## src/rtl/sad_min_tracker_pkg.sv

```systemverilog
// Shared motion-estimation types: SAD/position widths, tracker state encoding
// and the candidate record kept per sub-block.
package me_pkg;
  localparam int SAD_W  = 16;
  localparam int COL_W  = 5;
  localparam int ROW_W  = 7;
  localparam int NUM_CB = 4;

  typedef enum logic [1:0] {
    ST_IDLE   = 2'd0,
    ST_TRACK  = 2'd1,
    ST_REPORT = 2'd2
  } state_t;

  typedef struct packed {
    logic [SAD_W-1:0] sad;
    logic [COL_W-1:0] col;
    logic [ROW_W-1:0] row;
    logic             hit;
  } mv_cand_t;
endpackage

```

## src/rtl/sad_min_cell.sv

```systemverilog
// One sub-block's best candidate: keeps the smallest SAD seen since the last
// clear, together with the search position where it first appeared.
module sad_min_cell #(
  parameter int SAD_W = 16,
  parameter int COL_W = 5,
  parameter int ROW_W = 7
) (
  input  logic             clk,
  input  logic             rst,
  input  logic             clr,
  input  logic             upd_en,
  input  logic [SAD_W-1:0] sad_in,
  input  logic [COL_W-1:0] sad_col,
  input  logic [ROW_W-1:0] sad_row,
  output logic [SAD_W-1:0] cand_sad,
  output logic [COL_W-1:0] cand_col,
  output logic [ROW_W-1:0] cand_row,
  output logic             cand_hit
);

  // Strict less-than keeps the earliest position on ties; the first SAD always
  // lands, even an all-ones one, so hit separates "saw max SAD" from "saw nothing".
  logic take;
  assign take = upd_en && (!cand_hit || (sad_in < cand_sad));

  always_ff @(posedge clk) begin
    if (rst || clr) begin
      cand_sad <= '1;
      cand_col <= '0;
      cand_row <= '0;
      cand_hit <= 1'b0;
    end else if (take) begin
      cand_sad <= sad_in;
      cand_col <= sad_col;
      cand_row <= sad_row;
      cand_hit <= 1'b1;
    end
  end

endmodule

```

## src/rtl/sad_min_tracker.sv

```systemverilog
// Tracks the per-sub-block minimum SAD over one search and then streams the
// four best motion candidates out over a valid/ready interface.
module sad_min_tracker #(
  parameter int SAD_W = me_pkg::SAD_W,
  parameter int COL_W = me_pkg::COL_W,
  parameter int ROW_W = me_pkg::ROW_W
) (
  input  logic             clk,
  input  logic             rst,
  input  logic             start,
  input  logic             sad_valid,
  input  logic [1:0]       sad_cb,
  input  logic [SAD_W-1:0] sad_in,
  input  logic [COL_W-1:0] sad_col,
  input  logic [ROW_W-1:0] sad_row,
  input  logic             search_done,
  output logic             busy,
  output logic             res_valid,
  input  logic             res_ready,
  output logic [1:0]       res_cb,
  output logic [SAD_W-1:0] res_sad,
  output logic [COL_W-1:0] res_col,
  output logic [ROW_W-1:0] res_row,
  output logic             res_empty,
  output logic             res_last,
  output logic             done
);
  import me_pkg::*;

  state_t     state, state_nxt;
  logic [1:0] beat, beat_nxt;
  logic       done_nxt;
  logic       clr;
  logic       trk_upd;

  logic [SAD_W-1:0] c_sad [NUM_CB];
  logic [COL_W-1:0] c_col [NUM_CB];
  logic [ROW_W-1:0] c_row [NUM_CB];
  logic             c_hit [NUM_CB];

  // A restart pulse wins over a same-cycle SAD, which is dropped.
  assign trk_upd = (state == ST_TRACK) && sad_valid && !start;

  for (genvar i = 0; i < NUM_CB; i++) begin : g_cell
    sad_min_cell #(
      .SAD_W(SAD_W),
      .COL_W(COL_W),
      .ROW_W(ROW_W)
    ) u_cell (
      .clk     (clk),
      .rst     (rst),
      .clr     (clr),
      .upd_en  (trk_upd && (sad_cb == 2'(i))),
      .sad_in  (sad_in),
      .sad_col (sad_col),
      .sad_row (sad_row),
      .cand_sad(c_sad[i]),
      .cand_col(c_col[i]),
      .cand_row(c_row[i]),
      .cand_hit(c_hit[i])
    );
  end

  always_ff @(posedge clk) begin
    if (rst) begin
      state <= ST_IDLE;
      beat  <= 2'd0;
      done  <= 1'b0;
    end else begin
      state <= state_nxt;
      beat  <= beat_nxt;
      done  <= done_nxt;
    end
  end

  always_comb begin
    state_nxt = state;
    beat_nxt  = beat;
    done_nxt  = 1'b0;
    clr       = 1'b0;
    unique case (state)
      ST_IDLE: begin
        if (start) begin
          clr       = 1'b1;
          state_nxt = ST_TRACK;
        end
      end
      ST_TRACK: begin
        if (start) begin
          clr = 1'b1;
        end else if (search_done) begin
          state_nxt = ST_REPORT;
          beat_nxt  = 2'd0;
        end
      end
      ST_REPORT: begin
        if (res_ready) begin
          if (beat == 2'd3) begin
            state_nxt = ST_IDLE;
            beat_nxt  = 2'd0;
            done_nxt  = 1'b1;
          end else begin
            beat_nxt = beat + 2'd1;
          end
        end
      end
      default: state_nxt = ST_IDLE;
    endcase
  end

  // Result fields are forced to zero outside REPORT so idle outputs stay quiet.
  always_comb begin
    busy      = (state != ST_IDLE);
    res_valid = (state == ST_REPORT);
    res_cb    = '0;
    res_sad   = '0;
    res_col   = '0;
    res_row   = '0;
    res_empty = 1'b0;
    res_last  = 1'b0;
    if (res_valid) begin
      res_cb    = beat;
      res_sad   = c_sad[beat];
      res_col   = c_col[beat];
      res_row   = c_row[beat];
      res_empty = ~c_hit[beat];
      res_last  = (beat == 2'd3);
    end
  end

endmodule

```

## config.mk

```make
export PLATFORM = sky130hd
export DESIGN_NAME = sad_min_tracker
export DESIGN_NICKNAME = d
export VERILOG_FILES = /design/src/rtl/sad_min_tracker_pkg.sv /design/src/rtl/sad_min_cell.sv /design/src/rtl/sad_min_tracker.sv
export SDC_FILE = /design/constraint.sdc
export NUM_CORES = 1
export LEC_CHECK = 0
export CORE_ASPECT_RATIO = 1.5
export CORE_MARGIN = 2
export CORE_UTILIZATION = 62
export DETAILED_ROUTE_END_ITERATION = 7
export GPL_TIMING_DRIVEN = 0
export HOLD_SLACK_MARGIN = 0.15
export PLACE_DENSITY = 0.86
export SYNTH_ARGS = -nofsm -noshare
export SYNTH_HDL_FRONTEND = slang
export SYNTH_SLANG_ARGS = --single-unit
export TNS_END_PERCENT = 50
```

## constraint.sdc

```tcl
create_clock -name clk -period 4.9 [get_ports clk]
set_input_delay 0.735 -clock clk [delete_from_list [all_inputs] [get_ports clk]]
set_output_delay 0.735 -clock clk [all_outputs]
set_load 0.005 [all_outputs]
```

# Yosys cells after proc, flatten, opt, wreduce, memory -nomap -nowiden
# Index checks and enable logic that the tools add are counted.
word_totals:
  regBits: 121
  in_bits: 36
  elab_cells: 100
  out_inout_bits: 35
op_classes:
  n_mux: 32
  eq_ne: 11
  order_cmp: 5
  bitwise_logic: 4
  addsub: 1
  reduce_logical: 28
ops:
  columns: ["op", "n"]
  rows:
  - ["$lt A16 B16 Y1", 4]
  - ["$mux W16", 3]
  - ["$bmux W16 S2", 1]
  - ["$mux W7", 3]
  - ["$mux W2", 10]
  - ["$mux W5", 3]
  - ["$bmux W7 S2", 1]
  - ["$bmux W5 S2", 1]
  - ["$logic_and A1 B1 Y1", 10]
  - ["$eq A2 B2 Y1 const B", 4]
  - ["$mux W1", 7]
  - ["$ne A2 B2 Y1 const B", 3]
  - ["$pmux W2 S3", 1]
  - ["$logic_not A1 Y1", 5]
  - ["$logic_or A1 B1 Y1", 5]
  - ["$reduce_and A5 Y1", 1]
  - ["$eq A2 B1 Y1 const B", 2]
  - ["$logic_not A2 Y1", 2]
  - ["$ne A2 B1 Y1 const B", 2]
  - ["$pmux W2 S2", 1]
  - ["$reduce_and A4 Y1", 1]
  - ["$reduce_bool A2 Y1", 2]
  - ["$ge A3 B3 Y1 const B", 1]
  - ["$not A1 Y1", 3]
  - ["other kinds (5)", 5]

# Depth between registers and ports, before layout
# Gate-level depths: netlist (run 1).
logic_depth:
  ltp_word: 6
  ltp_mapped: 10

# Cells and area by module
# From an unflattened synthesis (run 1), not the netlist that was laid out.
unflattened:
  hier_cells: 828
  area_unflattened_um2: 7477.2
modules_own_cells:
  columns: ["module", "cells_each", "n_inst", "area_per_inst_um2"]
  rows:
  - ["sad_min_cell", 181, 4, 1571.5]
  - ["sad_min_tracker", 104, 1, 1191.1]

# Worst setup path after synthesis (run 1)
# OpenSTA, ideal clock, no wires.
synth_timing:
  path_type: "input-to-reg"
  start: "input sad_in[7]"
  end: "register g_cell[3].u_cell.cand_col[0]"
  setup_slack_ns: 2.307
  stages: 9
  arrival_time_ns: 2.521
  path_cell_list: "ha_1 -> and4_1 -> o21ai_0 -> or4_1 -> o211ai_1 -> a21o_1 -> buf_4 -> buf_4 -> mux2i_1"
synth_between:
  elab_chain_cells: 3
synth_rtl:
  columns: ["element", "line", "text"]
  rows:
  - ["start: declaration", "sad_min_tracker.sv:13", "input logic [SAD_W-1:0] sad_in,"]
  - ["$lt A16 B16 Y1", "sad_min_cell.sv:24", "assign take = upd_en && (!cand_hit || (sad_in < cand_sad));"]
  - ["$logic_or A1 B1 Y1", "sad_min_cell.sv:24", null]
  - ["$logic_and A1 B1 Y1", "sad_min_cell.sv:24", null]
  - ["end signal: assignment", "sad_min_cell.sv:34", "cand_col <= sad_col;"]
  - ["end: declaration", "sad_min_cell.sv:16", "output logic [COL_W-1:0] cand_col,"]
# Every way passes these cells.
# A chain may end at the register's enable or synchronous reset.

# Worst setup path in the final report (run 1)
layout_timing:
  start: "register beat[1]"
  end: "output res_empty"
layout_between:
  elab_chain_cells: 6
layout_rtl:
  columns: ["element", "line", "text"]
  rows:
  - ["start: declaration", "sad_min_tracker.sv:31", "logic [1:0] beat, beat_nxt;"]
  - ["start signal: assignment", "sad_min_tracker.sv:71", "beat <= beat_nxt;"]
  - ["$not A2 Y3 (implied by the code)", "sad_min_tracker.sv:126", "res_empty = ~c_hit[beat];"]
  - ["$bmux W1 S2", "sad_min_tracker.sv:126", null]
  - ["$mux W1 (implied by the code) (2 in a row)", "sad_min_tracker.sv:126", null]
  - ["$not A1 Y1", "sad_min_tracker.sv:126", null]
  - ["$mux W1", "sad_min_tracker.sv:121", "if (res_valid) begin"]
  - ["end: declaration", "sad_min_tracker.sv:24", "output logic res_empty,"]
# Every way passes these cells. The select of a mux whose other input is x is not followed.

==> out/results.txt, run 1 <==
The run gives 0.313 as the tightest slew margin relative to the limit. For the final hold violation count, the log shows 0. Across all hold checks on the routed design, the worst slack comes to 0.468 ns. The clock net in this run drives a total of 121 sinks. The synthesized netlist net count was 843; the total power was 2.38 mW. Based on the critical path, the design can be clocked at up to 0.247 GHz. After legalization and detailed placement, the total HPWL measured 15,100 microns.

Hold repair after CTS inserted 0 buffers. The count of filler cells inserted in the layout is 717, and the wire length of the first global-routing pass is 33,200 microns. In the post-route analysis, the smallest setup slack over all paths is 0.855 ns. Subtracting the final worst setup slack from the clock period gives 4.04 ns. The largest stage delay on the critical path is 0.73 ns, and the number of placed I/O pins is 71. Traced cell by cell, the critical path runs through clkbuf_1 -> buf_1 -> mux4_2 -> nor2_1 -> clkdlybuf4s50_1.

The fraction of layout cells with a size suffix above 1 is 0.0970, and the floorplan row count is 46. The logs give 17 for the number of buffers added by the clock tree synthesis step and 7550 sq um for the total placed instance area. Buffering stage count on the worst path with inverters included: 3.

After detailed routing, the number of remaining DRC violations is 0. The clock passes through at most 2 buffers. Overall global routing resource usage: 0.374.

Dividing the detail-routed wire length by the instance count gives 21.3 microns. Clock tree synthesis selected as its root buffer the cell sky130_fd_sc_hd__clkbuf_16. The number of global-route vias before repair came out at 6,662. Setup slack on the worst reg-to-reg path comes out at 1.89 ns. At the end of routability-driven placement, the weighted congestion stood at 1.02. The analysis attributes to cell leakage a power of 3.59 nW. The logs give 0 for the count of pins over their slew limit and 17 for the largest net degree at the start of global routing.

The flow ran to the end, and the final reports show no timing, DRC or antenna violations. In this run the cell area of the synthesized design comes to 6690 sq um. In this run the power density over the cells is 293 nW/um^2.

The total negative slack was 0 ns. The worst supply voltage drop on vdd came out at 265 uV. The tools report the nature of the critical path endpoint as a primary output. The logs give 0 for the number of antenna violations at the first check in global routing and 8110 sq um for the finished layout cell area. The worst setup slack after placement is 0.985 ns. The run gives 0.362 as the sequential area share after synthesis. The cell with the largest stage delay on the worst path is sky130_fd_sc_hd__buf_1. The run gives 11,700 sq um as the die area.

The post-detailed-routing wire length came out at 21,100 microns. For the max capacitance violation total, the log shows 0. The number of H-tree branching levels is 4, and the highest net fanout along the worst path is 10.

Once the clock tree was built, the setup fixing pass inserted 0 buffers. TritonCTS built the clock tree. The source of the worst register-to-register timing path was g_cell[2].u_cell.cand_sad[15]. The area growth from synthesis to layout is 21.2%, and the synthesis-stage register bit count is 121.

The cell count after synthesis came out at 746. The total overflow reported by the global router was 0; the number of buffer cells added on primary ports was 68. The worst setup path is launched from a flop. The number of cells after detailed placement came out at 958. The launching element of the worst setup path was beat[1].

The proportion of register bits with asynchronous set or reset after synthesis was 0. After clock tree synthesis, the clock-pin slew on the worst setup and hold paths is 0.06 ns. The number of library cell types mapped by synthesis is 41, and the cell depth of the worst flop-to-flop path is 10. The worst hold-check path type was reg2reg. Endpoint required time on the critical path: 4.16 ns.

The die outline height is 131 microns. The net count of the finished layout is 930. The post-layout instance count excluding filler cells is 989. The count of nets left with antenna violations once routing finished came out at 0. The tools report the endpoint of the worst-slack reg-to-reg timing path as g_cell[2].u_cell.cand_sad[12]. The number of antenna diodes in the final layout is 0. The effective utilization at floorplan is 0.635, and the number of endpoints failing setup at the final stage is 0. At the pin with the least slew margin, the transition time is 1.03 ns.

Setup repair after global routing left no endpoint under its margin. The tools report the endpoint of the most critical setup path as res_empty. In this run, the number of DRC markers left after iteration 0 of detailed routing was 558. Summing over every cut layer, the via total after detailed routing is 6,411. The routed via count divided by cell count was 6.48; the mean instance size in the synthesized netlist was 8.97 sq um. Clock skew on the completed layout was measured at 0.00733 ns. Broken down by cell family, the worst path's largest delay share belongs to buffers and inverters. The first detailed-routing pass ran for 6 iterations. The final core area utilization is 0.770, and the arrival time at the worst endpoint is 3.31 ns. For this run, the number of Yosys warnings is 0. The number of synthesized flops with an enable pin is 0, and the die boundary width is 88.8 microns. For this run, the leading register cell type out of synthesis is sky130_fd_sc_hd__dfxtp_1. In this run the standard cell core region covers 10,500 sq um. The number of gates on the worst path with buffers counted is 5, and the insertion delay to the later sink of the worst-skew pair is 0.42 ns. The worst setup path is of the reg2out kind.

The post-route fraction of the period consumed by the critical path is 0.825. The tools report the count of cells resized by post-cts repair as 0.
[kinds of logic after synthesis]
| group | after synthesis | share of synthesized area |
|---|---|---|
| compound gates | 148 | 0.126 |
| fa+ha+maj | 61 | 0.114 |
| buf+inv | 121 | 0.0750 |
| flops | 121 | 0.362 |
| mux | 57 | 0.139 |
| simple gates | 238 | 0.184 |
[power by group]
| part | leakage [nW] | switching, mW | internal (mW) |
|---|---|---|---|
| combinational | 2.35 | 0.124 | 0.0698 |
| sequential | 0.978 | 0.00419 | 0.991 |
| clock | 0.260 | 0.472 | 0.718 |
[layout by cell type (no fill, tap or decap), types with 3 or more instances in the layout]
cell and count:
sky130_fd_sc_hd__a21oi_1 35, sky130_fd_sc_hd__a22oi_1 3, sky130_fd_sc_hd__a31oi_1 45, sky130_fd_sc_hd__and2_1 3, sky130_fd_sc_hd__buf_1 11, sky130_fd_sc_hd__buf_2 5, sky130_fd_sc_hd__buf_4 3, sky130_fd_sc_hd__buf_6 4
sky130_fd_sc_hd__clkbuf_1 32, sky130_fd_sc_hd__clkbuf_16 17, sky130_fd_sc_hd__clkdlybuf4s50_1 68, sky130_fd_sc_hd__clkinv_2 3, sky130_fd_sc_hd__clkinvlp_4 5, sky130_fd_sc_hd__dfxtp_1 121, sky130_fd_sc_hd__ha_1 61, sky130_fd_sc_hd__inv_1 67
sky130_fd_sc_hd__mux2i_1 28, sky130_fd_sc_hd__mux4_2 29, sky130_fd_sc_hd__nand2_1 40, sky130_fd_sc_hd__nand3_1 37, sky130_fd_sc_hd__nand4_1 7, sky130_fd_sc_hd__nor2_1 50, sky130_fd_sc_hd__nor2b_1 28, sky130_fd_sc_hd__nor3_1 42
sky130_fd_sc_hd__nor3_2 10, sky130_fd_sc_hd__nor3b_1 3, sky130_fd_sc_hd__nor4_1 6, sky130_fd_sc_hd__o211ai_1 4, sky130_fd_sc_hd__o21ai_0 42, sky130_fd_sc_hd__o21ai_1 9, sky130_fd_sc_hd__o21bai_1 3
[final cells by class]
cell class                      instances  area (sq um)  share of cell area
Multi-Input combinational cell        504          3770               0.465
Sequential cell                       121          2420               0.299
Timing Repair Buffer                   68           681              0.0839
Clock buffer                           20           457              0.0563
Inverter                               67           251              0.0310
Buffer                                 54           250              0.0309
Tap cell                              144           180              0.0222
Clock inverter                         11           100              0.0123
[synthesized netlist by cell type, types with 2 or more instances]
cell / number / share of area
sky130_fd_sc_hd__a32oi_1: 2 / 0.0026
sky130_fd_sc_hd__and2_1: 3 / 0.0028
sky130_fd_sc_hd__nor3_2: 10 / 0.015
sky130_fd_sc_hd__nand2b_1: 2 / 0.0019
sky130_fd_sc_hd__nor3b_1: 3 / 0.0034
sky130_fd_sc_hd__nor3_1: 42 / 0.031
sky130_fd_sc_hd__nand2_1: 40 / 0.022
sky130_fd_sc_hd__inv_1: 67 / 0.038
sky130_fd_sc_hd__o21ai_0: 42 / 0.031
sky130_fd_sc_hd__o21ai_1: 9 / 0.0067
sky130_fd_sc_hd__clkbuf_1: 31 / 0.017
sky130_fd_sc_hd__o211ai_1: 4 / 0.0045
sky130_fd_sc_hd__ha_1: 61 / 0.11
sky130_fd_sc_hd__buf_4: 3 / 0.0034
sky130_fd_sc_hd__a21o_1: 2 / 0.0022
sky130_fd_sc_hd__nand3b_1: 2 / 0.0022
sky130_fd_sc_hd__o21bai_1: 3 / 0.0034
sky130_fd_sc_hd__a22oi_1: 3 / 0.0034
sky130_fd_sc_hd__buf_6: 4 / 0.0067
sky130_fd_sc_hd__a31oi_1: 45 / 0.042
sky130_fd_sc_hd__nor4_1: 6 / 0.0056
sky130_fd_sc_hd__dfxtp_1: 121 / 0.36
sky130_fd_sc_hd__nor2b_1: 28 / 0.026
sky130_fd_sc_hd__nand3_1: 37 / 0.028
sky130_fd_sc_hd__nand4_1: 7 / 0.0065
sky130_fd_sc_hd__buf_1: 11 / 0.0062
sky130_fd_sc_hd__mux2i_1: 28 / 0.042
sky130_fd_sc_hd__nor2_1: 50 / 0.028
sky130_fd_sc_hd__mux4_2: 29 / 0.098
sky130_fd_sc_hd__buf_2: 5 / 0.0037
sky130_fd_sc_hd__a21oi_1: 35 / 0.026
sky130_fd_sc_hd__and4_1: 2 / 0.0026
[flip-flops by register name, indices dropped and copies added, names as in the netlist]
register,cells
g_cell.u_cell.cand_sad,64
g_cell.u_cell.cand_row,28
g_cell.u_cell.cand_col,20
g_cell.u_cell.cand_hit,4
beat,2
state,2
done,1
[worst min path at each step]
stage,from,slack [ns],endpoint,depth (start not counted)
after global routing,g_cell[3].u_cell.cand_row[3],0.48,g_cell[3].u_cell.cand_row[3],2
after floorplan,g_cell[3].u_cell.cand_col[0],0.44,g_cell[3].u_cell.cand_col[0],2
after global placement,g_cell[3].u_cell.cand_row[5],0.44,g_cell[3].u_cell.cand_row[5],2
after detailed placement,g_cell[0].u_cell.cand_row[5],0.46,g_cell[0].u_cell.cand_row[5],2
final,g_cell[3].u_cell.cand_row[2],0.47,g_cell[3].u_cell.cand_row[2],2
after CTS,g_cell[0].u_cell.cand_col[2],0.47,g_cell[0].u_cell.cand_col[2],2
[metal layers]
layer | wire (microns) | vias to the layer above | GRT usage | part of all wire
met3 | 1430 | 122 | 0.0616 | 0.068
li1 | - | 2847 | - | -
met2 | 10600 | 387 | 0.617 | 0.50
met4 | 1550 | 0 | 0.278 | 0.073
met1 | 7510 | 3055 | 0.417 | 0.36
met5 | 0 | - | 0 | 0
[worst reg2reg max path, cell delays in order (launching register included)]
cell and delay [ns]:
sky130_fd_sc_hd__dfxtp_1 0.34, sky130_fd_sc_hd__inv_1 0.06, sky130_fd_sc_hd__ha_1 0.32, sky130_fd_sc_hd__nand4_1 0.24
sky130_fd_sc_hd__nor3_1 0.49, sky130_fd_sc_hd__nor4_1 0.11, sky130_fd_sc_hd__a21oi_1 0.26, sky130_fd_sc_hd__buf_2 0.29
sky130_fd_sc_hd__buf_1 0.50, sky130_fd_sc_hd__nor3_1 0.12, sky130_fd_sc_hd__a31oi_1 0.20
(Power assumes the default switching activity.)
==> inputs of run 2 (changes only) <==
Settings changed: CORE_UTILIZATION 62 to 52, PLACE_DENSITY 0.86 to 0.77.
Clock period 4.9 ns to 3.4 ns, I/O delays scaled along.
==> run 2 against run 1 <==
Compared with the run above:
- largest power group unchanged
- largest cell class unchanged
- setup slack got worse by 0.67 ns
- critical path depth increased by 5
- count of clock-buffer cells in the layout decreased by 3
- highest routed layer unchanged
- sequential power up 44%
==> out/results.txt, run 2 (synthesis gave the netlist of run 1 again) <==
The run finished with clean final reports. The slew at the pin closest to its max-slew limit came out at 0.707 ns. The buffering stage count on the worst path with inverters included works out to 3.

The highest net fanout along the worst path is 10. The design draws 3.61 mW. The effective utilization at floorplan was 0.535; the total placed instance area was 7570 sq um. The die outline height is 143 microns, and the fraction of layout cells with a size suffix above 1 is 0.111. The logs give 8190 sq um for the finished layout cell area and 71 for the number of placed I/O pins. The floorplan row count is 50, and the tightest slew margin relative to the limit is 0.529. The most frequent standard cell in the layout excluding fill and tap cells is sky130_fd_sc_hd__dfxtp_1. The maximum clock frequency was 0.311 GHz. Traced cell by cell, the critical path runs through clkdlybuf4s50_1 -> ha_1 -> nand4_1 -> nor4_1 -> a22oi_1 -> a21oi_1 -> buf_2 -> clkbuf_2 -> nor3_1 -> a31oi_1. The kind of cell adding the most delay to the critical path is buffers and inverters. In this run the tool buffered the top-level ports with 68 buffer cells. Dividing the detail-routed via count by the number of cells gives 6.22.

The number of buffers on the longest clock path was 2. The total clock sinks came out at 121. The floorplan step defined a die boundary enclosing 13,800 sq um. Worst setup slack after placement: -0.269 ns.

The run gives 369 as the number of DRC violations after detailed-routing iteration 0. The endpoint required time on the critical path was 3.75 ns; the final core area utilization was 0.655. For this design the ratio of total power to cell area is 440 nW/um^2. Summed over all cells, the static leakage comes to 3.66 nW. Post-layout instance count excluding filler cells: 1,002. Once detailed placement completed, the half-perimeter wirelength came to 15,200 microns.

The clock tree synthesis step divided the H-tree into 4 levels. The top cell types in the final layout, fill and taps aside, are sky130_fd_sc_hd__dfxtp_1, sky130_fd_sc_hd__clkdlybuf4s50_1, sky130_fd_sc_hd__inv_1. The run gives 0 as the total overflow reported by the global router. The worst slack on hold paths is 0.406 ns. The core region is 12,500 sq um. In the final layout, the registers with the most flip-flops are g_cell.u_cell.cand_sad: 64 flops, g_cell.u_cell.cand_row: 28 flops, g_cell.u_cell.cand_col: 20 flops. In the routed design, unresolved DRC markers number 0.

The run gives 0.306 as the overall global routing resource usage. Across all setup checks in the final design, the least slack found is 0.185 ns. The register with the most flip-flops in the final layout is g_cell.u_cell.cand_sad. The pre-antenna-repair detailed-routing pass consisted of 5 iterations. Post-route fraction of the period consumed by the critical path: 0.946. The count of filler cells inserted in the layout is 1,044.

The critical path is of the in2reg type. Post-CTS timing repair inserted 0 buffers for setup. The tool flagged a number of max-cap violations equal to 0. The run gives 0 as the antenna diode instance count. TritonCTS built the clock tree.

Clock latency on the worst-skew pair, taken at its later pin, is 0.42 ns. The final hold violation count is 0. For the worst supply voltage drop on vdd, the log shows 343 uV. The routed design has 20,800 microns of wire. The run gives 3.56 ns as the arrival time at the worst endpoint. Setup repair after global routing left no endpoint under its margin. Clock-pin slew was measured on the worst setup and hold paths at 0.06 ns. The slowest stage of the critical path is the sky130_fd_sc_hd__clkdlybuf4s50_1 cell.

Routability-driven placement finished with a final weighted congestion of 0.948. In this design, the stage delay of the slowest critical-path cell is 0.63 ns. Entering global routing, the biggest net connects 17 pins. The logs give 6,488 for the number of global-route vias before repair and 2420 sq um for the sequential cell area in the final layout. The register with the most flip-flops in the layout has 64 of them. The net count of the finished layout is 930. The routed layout has 6,236 vias.

The first global-routing pass estimated 33,000 microns of wire. The number of antenna violations at the first check in global routing is 0, and the time the final worst path needs with I/O delays and setup is 3.22 ns. Summed over all failing endpoints, the final setup total negative slack is 0 ns.

The nature of the critical path endpoint was a flop. The area occupied by multi-input gates was 3770 sq um; the count of antenna-violating nets left after detailed routing was 0. The startpoint class of the critical path is a primary input. The tools report the number of endpoints failing setup at the final stage as 0. The count of pins over their slew limit was 0. After detailed routing, the average wire length per cell comes to 20.8 microns.

The cell sitting at the root of the clock tree is a sky130_fd_sc_hd__clkbuf_16. The clock arrives with 0.00931 ns of skew. The area growth from synthesis to layout is 22.4%. The run gives 970 as the number of cells after detailed placement.

The path class of the tightest hold or removal check is in2reg. The die boundary width was 96.6 microns; the number of buffers added by the clock tree synthesis step was 17.
run 2: what timing repair did:
action,CTS,global route
gates resized for setup,5,11
hold buffers,0,0
setup endpoints to repair,19,37
pin swaps,0,0
endpoints found under the hold margin,0,0
run 2: metal layers:
layer,wire [microns],GRT usage,vias up
li1,-,-,2851
met5,0,0,-
met2,10700,0.556,292
met3,1240,0.0646,100
met4,1250,0.201,0
met1,7640,0.317,2993
run 2: final timing paths:
check / startpoint / end / slack [ns] / cells past startpoint
setup reg to reg: g_cell[3].u_cell.cand_sad[7] / g_cell[3].u_cell.cand_row[5] / 0.63 / 10
hold / removal: rst / beat[1] / 0.41 / 2
setup / recovery: sad_in[15] / g_cell[2].u_cell.cand_sad[13] / 0.18 / 10
hold reg to reg: g_cell[3].u_cell.cand_row[6] / g_cell[3].u_cell.cand_row[6] / 0.46 / 2
run 2: cell type report:
class,count,area share
buffer,54,0.0321
clock buffer,17,0.0519
clock inverter,15,0.0228
inverter,67,0.0307
multi-input combinational,504,0.460
sequential,121,0.296
tap,156,0.0238
timing repair buffer,68,0.0831
run 2: power breakdown:
| part | internal [mW] | switching (mW) | leakage, nW | total [mW] |
|---|---|---|---|---|
| Sequential | 1.43 | 0.00596 | 0.978 | 1.43 |
| Clock | 1.17 | 0.727 | 0.299 | 1.89 |
| Combinational | 0.101 | 0.178 | 2.38 | 0.279 |
| Total | 2.69 | 0.911 | 3.66 | 3.61 |
